--- src/rtl/core_bpu_pkg.sv ---
// rtl/core_bpu_pkg.sv - shared types and constants for the next-PC unit
package core_bpu_pkg;

    typedef logic [1:0] ctr2_t;

    typedef enum logic [2:0] {
        CAUSE_NONE,
        CAUSE_HANDLER,
        CAUSE_ERET,
        CAUSE_MISPRED,
        CAUSE_JUMP,
        CAUSE_PRED
    } redirect_cause_t;

    localparam ctr2_t CTR_INIT_RESET = 2'b01;
    localparam ctr2_t CTR_INIT_ALLOC = 2'b10;

endpackage

--- src/rtl/core_bpu_sat_ctr2.sv ---
// rtl/core_bpu_sat_ctr2.sv - combinational 2-bit saturating counter update
module sat_ctr2
    import core_bpu_pkg::*;
(
    input  ctr2_t ctr,
    input  logic  taken,
    output ctr2_t ctr_next
);

    always_comb begin
        ctr_next = ctr;
        if (taken && ctr != 2'b11) begin
            ctr_next = ctr + 2'd1;
        end else if (!taken && ctr != 2'b00) begin
            ctr_next = ctr - 2'd1;
        end
    end

endmodule

--- src/rtl/core_bpu.sv ---
// rtl/core_bpu.sv - next-PC selection with direct-mapped BTB and handler vector
module core_bpu
    import core_bpu_pkg::*;
#(
    parameter int               XLEN        = 64,
    parameter int               ENTRIES     = 16,
    parameter int               TAG_BITS    = 10,
    parameter logic [XLEN-1:0]  RESET_PC    = '0,
    parameter logic [XLEN-1:0]  HANDLER_VEC = '0
) (
    input  logic            clk,
    input  logic            reset,
    input  logic [XLEN-1:0] if_pc,
    input  logic            stall,
    input  logic            taken_handler,
    input  logic            eret,
    input  logic [XLEN-1:0] epc,
    input  logic            vec_we,
    input  logic [XLEN-1:0] vec_wdata,
    input  logic            id_jump_valid,
    input  logic [XLEN-1:0] id_jump_target,
    input  logic            ex_br_valid,
    input  logic [XLEN-1:0] ex_br_pc,
    input  logic            ex_br_taken,
    input  logic [XLEN-1:0] ex_br_target,
    input  logic            ex_pred_taken,
    input  logic [XLEN-1:0] ex_pred_target,
    output logic [XLEN-1:0] next_pc,
    output logic            flush,
    output logic            pred_taken,
    output logic [XLEN-1:0] pred_target,
    output logic [31:0]     mispredict_count
);

    localparam int IDX_W = $clog2(ENTRIES);

    typedef struct packed {
        logic                valid;
        logic [TAG_BITS-1:0] tag;
        logic [XLEN-1:0]     target;
    } btb_entry_t;

    btb_entry_t      btb_q [ENTRIES];
    btb_entry_t      btb_d [ENTRIES];
    ctr2_t           ctr_q [ENTRIES];
    ctr2_t           ctr_d [ENTRIES];
    logic [XLEN-1:0] vec_q, vec_d;
    logic [31:0]     cnt_q, cnt_d;

    logic [IDX_W-1:0]    if_idx, upd_idx;
    logic [TAG_BITS-1:0] if_tag, upd_tag;
    logic [XLEN-1:0]     if_pc_plus4, fixup_pc;
    logic                lk_hit, upd_hit, mispredict;
    ctr2_t               upd_ctr_next;
    redirect_cause_t     cause;

    assign if_idx      = if_pc[IDX_W+1:2];
    assign if_tag      = if_pc[IDX_W+2+TAG_BITS-1:IDX_W+2];
    assign upd_idx     = ex_br_pc[IDX_W+1:2];
    assign upd_tag     = ex_br_pc[IDX_W+2+TAG_BITS-1:IDX_W+2];
    assign if_pc_plus4 = if_pc + XLEN'(4);

    // Lookup reads only registered state, so a same-cycle update is not bypassed.
    assign lk_hit      = btb_q[if_idx].valid && (btb_q[if_idx].tag == if_tag);
    assign pred_taken  = !reset && lk_hit && ctr_q[if_idx][1];
    assign pred_target = (!reset && lk_hit) ? btb_q[if_idx].target : if_pc_plus4;

    assign upd_hit    = btb_q[upd_idx].valid && (btb_q[upd_idx].tag == upd_tag);
    assign mispredict = ex_br_valid && ((ex_br_taken != ex_pred_taken) ||
                        (ex_br_taken && (ex_br_target != ex_pred_target)));
    assign fixup_pc   = ex_br_taken ? ex_br_target : (ex_br_pc + XLEN'(4));

    sat_ctr2 u_sat_ctr2 (
        .ctr      (ctr_q[upd_idx]),
        .taken    (ex_br_taken),
        .ctr_next (upd_ctr_next)
    );

    always_comb begin
        cause = CAUSE_NONE;
        if (taken_handler)           cause = CAUSE_HANDLER;
        else if (eret)               cause = CAUSE_ERET;
        else if (mispredict)         cause = CAUSE_MISPRED;
        else if (id_jump_valid)      cause = CAUSE_JUMP;
        else if (!stall && pred_taken) cause = CAUSE_PRED;
    end

    always_comb begin
        next_pc = stall ? if_pc : if_pc_plus4;
        flush   = 1'b1;
        case (cause)
            CAUSE_HANDLER: next_pc = vec_q;
            CAUSE_ERET:    next_pc = epc;
            CAUSE_MISPRED: next_pc = fixup_pc;
            CAUSE_JUMP:    next_pc = id_jump_target;
            CAUSE_PRED: begin
                next_pc = pred_target;
                flush   = 1'b0;
            end
            default:       flush   = 1'b0;
        endcase
        if (reset) begin
            next_pc = RESET_PC;
            flush   = 1'b1;
        end
    end

    always_comb begin
        btb_d = btb_q;
        ctr_d = ctr_q;
        vec_d = vec_we ? vec_wdata : vec_q;
        cnt_d = (mispredict && cnt_q != 32'hFFFF_FFFF) ? cnt_q + 32'd1 : cnt_q;
        if (ex_br_valid) begin
            if (upd_hit) begin
                ctr_d[upd_idx] = upd_ctr_next;
                if (ex_br_taken) btb_d[upd_idx].target = ex_br_target;
            end else if (ex_br_taken) begin
                btb_d[upd_idx] = '{valid: 1'b1, tag: upd_tag, target: ex_br_target};
                ctr_d[upd_idx] = CTR_INIT_ALLOC;
            end
        end
        // Clearing valid is enough to discard any tag/target written this cycle.
        if (reset) begin
            for (int i = 0; i < ENTRIES; i++) begin
                btb_d[i].valid = 1'b0;
                ctr_d[i]       = CTR_INIT_RESET;
            end
            vec_d = HANDLER_VEC;
            cnt_d = '0;
        end
    end

    always_ff @(posedge clk) begin
        btb_q <= btb_d;
        ctr_q <= ctr_d;
        vec_q <= vec_d;
        cnt_q <= cnt_d;
    end

    assign mispredict_count = cnt_q;

endmodule

--- config.mk ---
export PLATFORM = sky130hd
export DESIGN_NAME = core_bpu
export DESIGN_NICKNAME = d
export VERILOG_FILES = /design/src/rtl/core_bpu_pkg.sv /design/src/rtl/core_bpu_sat_ctr2.sv /design/src/rtl/core_bpu.sv
export SDC_FILE = /design/constraint.sdc
export NUM_CORES = 2
export LEC_CHECK = 0
export ABC_AREA = 1
export CORE_ASPECT_RATIO = 0.6
export CORE_MARGIN = 2
export CORE_UTILIZATION = 47
export CTS_CLUSTER_SIZE = 8
export DETAILED_ROUTE_END_ITERATION = 12
export GPL_TIMING_DRIVEN = 1
export PLACE_DENSITY = 0.74
export RECOVER_POWER = 25
export SLEW_MARGIN = 5
export SYNTH_ARGS = -nofsm -noshare
export SYNTH_HDL_FRONTEND = slang
export SYNTH_SLANG_ARGS = --single-unit
--- constraint.sdc ---
create_clock -name clk -period 5.6 [get_ports clk]
set_clock_uncertainty 0.15 [all_clocks]
set_input_delay 0.84 -clock clk [delete_from_list [all_inputs] [get_ports clk]]
set_output_delay 0.84 -clock clk [all_outputs]
set_load 0.005 [all_outputs]
==> flow_summary.yaml <==
timing:
  report.final.hold_viol_count: 0
  tightest_slew_ns: 1.12
  slew_headroom: 0.251
  final.min_clock_period_ns: 5.58
  setup_viol: 0
  hold_slack_ns: 0.302
  slew_violations: 0
  fmax_mhz: 179
  fin_crit_sh: 0.997
  setup_ws_ns: 0.0188
clock_network:
  insertion_delay_ns: 0.81
  numCtsBuffers: 184
  cts_buffer_depth: 3
  cts_tree: "done"
  root_buffer: "clkbuf_16"
  holdBufCountCts: 0
  ctsHtreeMaxLevel: 4
  clkSlewWorstSetupHoldPaths_ns: 0.05
  clkSinkCount: 1328
synthesis:
  synthesis.nets: 7729
  ys_types: 44
  synth-seq-cells: 1328
  synth.most_common_cell: "nand2_1"
  synth_warnings: 0
  synth_cells: 7262
  synth_edf_count: 1184
  yosysTopAreaCell: "edfxtp_1"
  synth_top_area_share: 0.539
  synth_area_leaders: "edfxtp_1 (54%), nand2_1 (8.0%), nor2_1 (7.6%)"
  synth_common_cells: "nand2_1 (1401), nor2_1 (1337), edfxtp_1 (1184)"
  syn_area_per_cell_um2: 9.08
  async_reset_ff_frac: 0
  synth-main-ff-cell: "edfxtp_1"
  synth.cell_area_um2: 65900
  ys_seq_area_frac: 0.583
global_routing:
  grt_max_degree: 170
  overflow: 0
  grt_pass1_vias: 55800
  antenna_found_initial: 52
  grt_util_all_layers: 0.393
  grt_first_pass_wirelength_um: 404000
drt:
  drc: 0
  drt-total-wl_um: 290000
  drtIter0Drc: 9860
  drt-pass1-iter-count: 6
  num_vias: 61200
  antenna_left: 0
  wl_per_cell_um: 29.0
  viasPerCell: 6.13
floorplanning:
  ios: 620
  die_w_um: 488
  dieArea_um2: 143000
  rows: 106
  start_util: 0.473
  fp.dieH_um: 294
  coreArea_um2: 139000
place:
  gp_congestion: 1.06
  hpwl_um: 202000
  port_buffers: 619
  place_ws_ns: -0.0814
power_and_ir_drop:
  total_leakage_power_nw: 30.6
  switching_share: 0.262
  combPwrFrac: 0.127
  ir_drop_uv: 290
  p_sw_mw: 6.37
  pwr_density_cell_nw_per_um2: 296
  clkPwrFrac: 0.422
  p_seq_frac: 0.451
  p_int_mw: 18.0
finish:
  area_growth_pct: 24.6
  drive_gt1_frac: 0.0867
  nNetsFinal: 8536
worst_setup_path:
  worstRegToRegCells: 13
  critical_path.endpoint_type: "primary output"
  crit_type: "in2out"
  critPathLaunchType: "input pin"
  critPathArrivalTime_ns: 4.59
  crit_required_ns: 4.61
  path_max_fanout: 4
job:
  drv_cap: 0
run_status:
  status: "finished clean"
worst_hold_path:
  hp-class: "reg2reg"
  hold_depth: 2
[layout make-up]
type	instances	area [um^2]
Antenna cell	36	90.1
Clock buffer	214	4740
Clock inverter	16	380
Fill cell	11700	57100
Inverter	517	1960
Multi-Input combinational cell	4969	23800
Sequential cell	1328	38400
Tap cell	1836	2300
Timing Repair Buffer	1069	10500
[metrics by stage]
| stage | TNS [ns] | area [um^2] | util | std cells | power, mW |
|---|---|---|---|---|---|
| 6_report | 0 | 82100 | 0.590 | 9985 | 24.3 |
| 5_1_grt | -0.00903 | 82100 | 0.590 | 9978 | 24.9 |
| 4_1_cts | 0 | 82100 | 0.590 | 9945 | 24.2 |
| 3_5_place_dp | -0.673 | 77000 | 0.553 | 9715 | 14.1 |
| 3_3_place_gp | -0.179 | 77000 | 0.553 | 9715 | 14.1 |
| 2_1_floorplan | 0 | 65900 | - | 7262 | 12.4 |
[power by group through the flow]
stage               registers, mW  clock network, mW  logic [mW]
finish                       11.0               10.3        3.09
detailed placement           11.2                  0        2.97
global placement             11.2                  0        2.95
CTS                          11.0               10.3        2.99
global route                 11.0               10.7        3.21
floorplan                    11.2                  0        1.25
[critical path: stages]
cell and delay (ns):
clkdlybuf4s50_1 0.50, xor2_1 0.52, nor3_1 0.16, buf_4 0.18
nand3_1 0.17, nor2_1 0.09, nand2_2 0.12, nand2_2 0.08
buf_4 0.17, inv_1 0.07, nand2_1 0.09, buf_4 0.19
buf_4 0.13, nor2_1 0.11, o21ai_0 0.20, nand3b_1 0.16
nor2_1 0.05, nor2_1 0.13, clkdlybuf4s50_1 0.62
[timing repair]
action                                  in CTS  in global routing
gates cloned                                 0                  0
endpoints found under the setup margin      20                 47
resized for setup                            4                 14
buffers inserted                             0                  4
pin swaps                                    1                  7
[cells by family after synthesis]
logic type / Yosys count / synth area share
AND/OR/NAND/NOR: 3350 / 0.208
XOR/XNOR: 158 / 0.0210
adder cells (fa/ha/maj): 9 / 0.00171
buffers and inverters: 965 / 0.0596
flip-flops: 1328 / 0.583
AO/OA/AOI/OAI: 1452 / 0.127
[placed cells by master (no fill, tap or decap), types with 9 or more instances in the layout]
cell type and n:
dlygate4sd3_1 33, edfxtp_1 1184, nand3_1 337, o22ai_1 158, buf_4 332, nor3_1 71
nor2_1 1317, nand2_1 1396, nor2_4 23, nand4_1 109, a31oi_1 16, inv_1 475
a21oi_1 179, dfxtp_1 144, inv_2 9, ha_1 9, clkinv_1 27, a22o_1 63
xor2_1 122, o21ai_0 824, clkbuf_1 68, nand3b_1 46, buf_12 86, a21oi_2 12
clkdlybuf4s50_1 571, o221ai_1 107, nor4_1 18, diode_2 36, clkbuf_16 185, o211ai_1 71
o21ai_1 13, xnor2_1 35
[layer usage]
metal / wire, um / vias up / GRT usage
li1: - / 26600 / -
met1: 112000 / 29100 / 0.552
met2: 118000 / 4786 / 0.542
met3: 43100 / 709 / 0.121
met4: 16300 / 22 / 0.206
met5: 160 / - / 0
[worst paths after layout]
path	from	slack, ns	end
max reg2reg	btb_q[965]	2.08	btb_q[144]
max	ex_br_target[58]	0.02	next_pc[56]
min reg2reg	ctr_q[22]	0.30	ctr_q[22]
min	ctr_q[22]	0.30	ctr_q[22]
(Power assumes the default switching activity.)
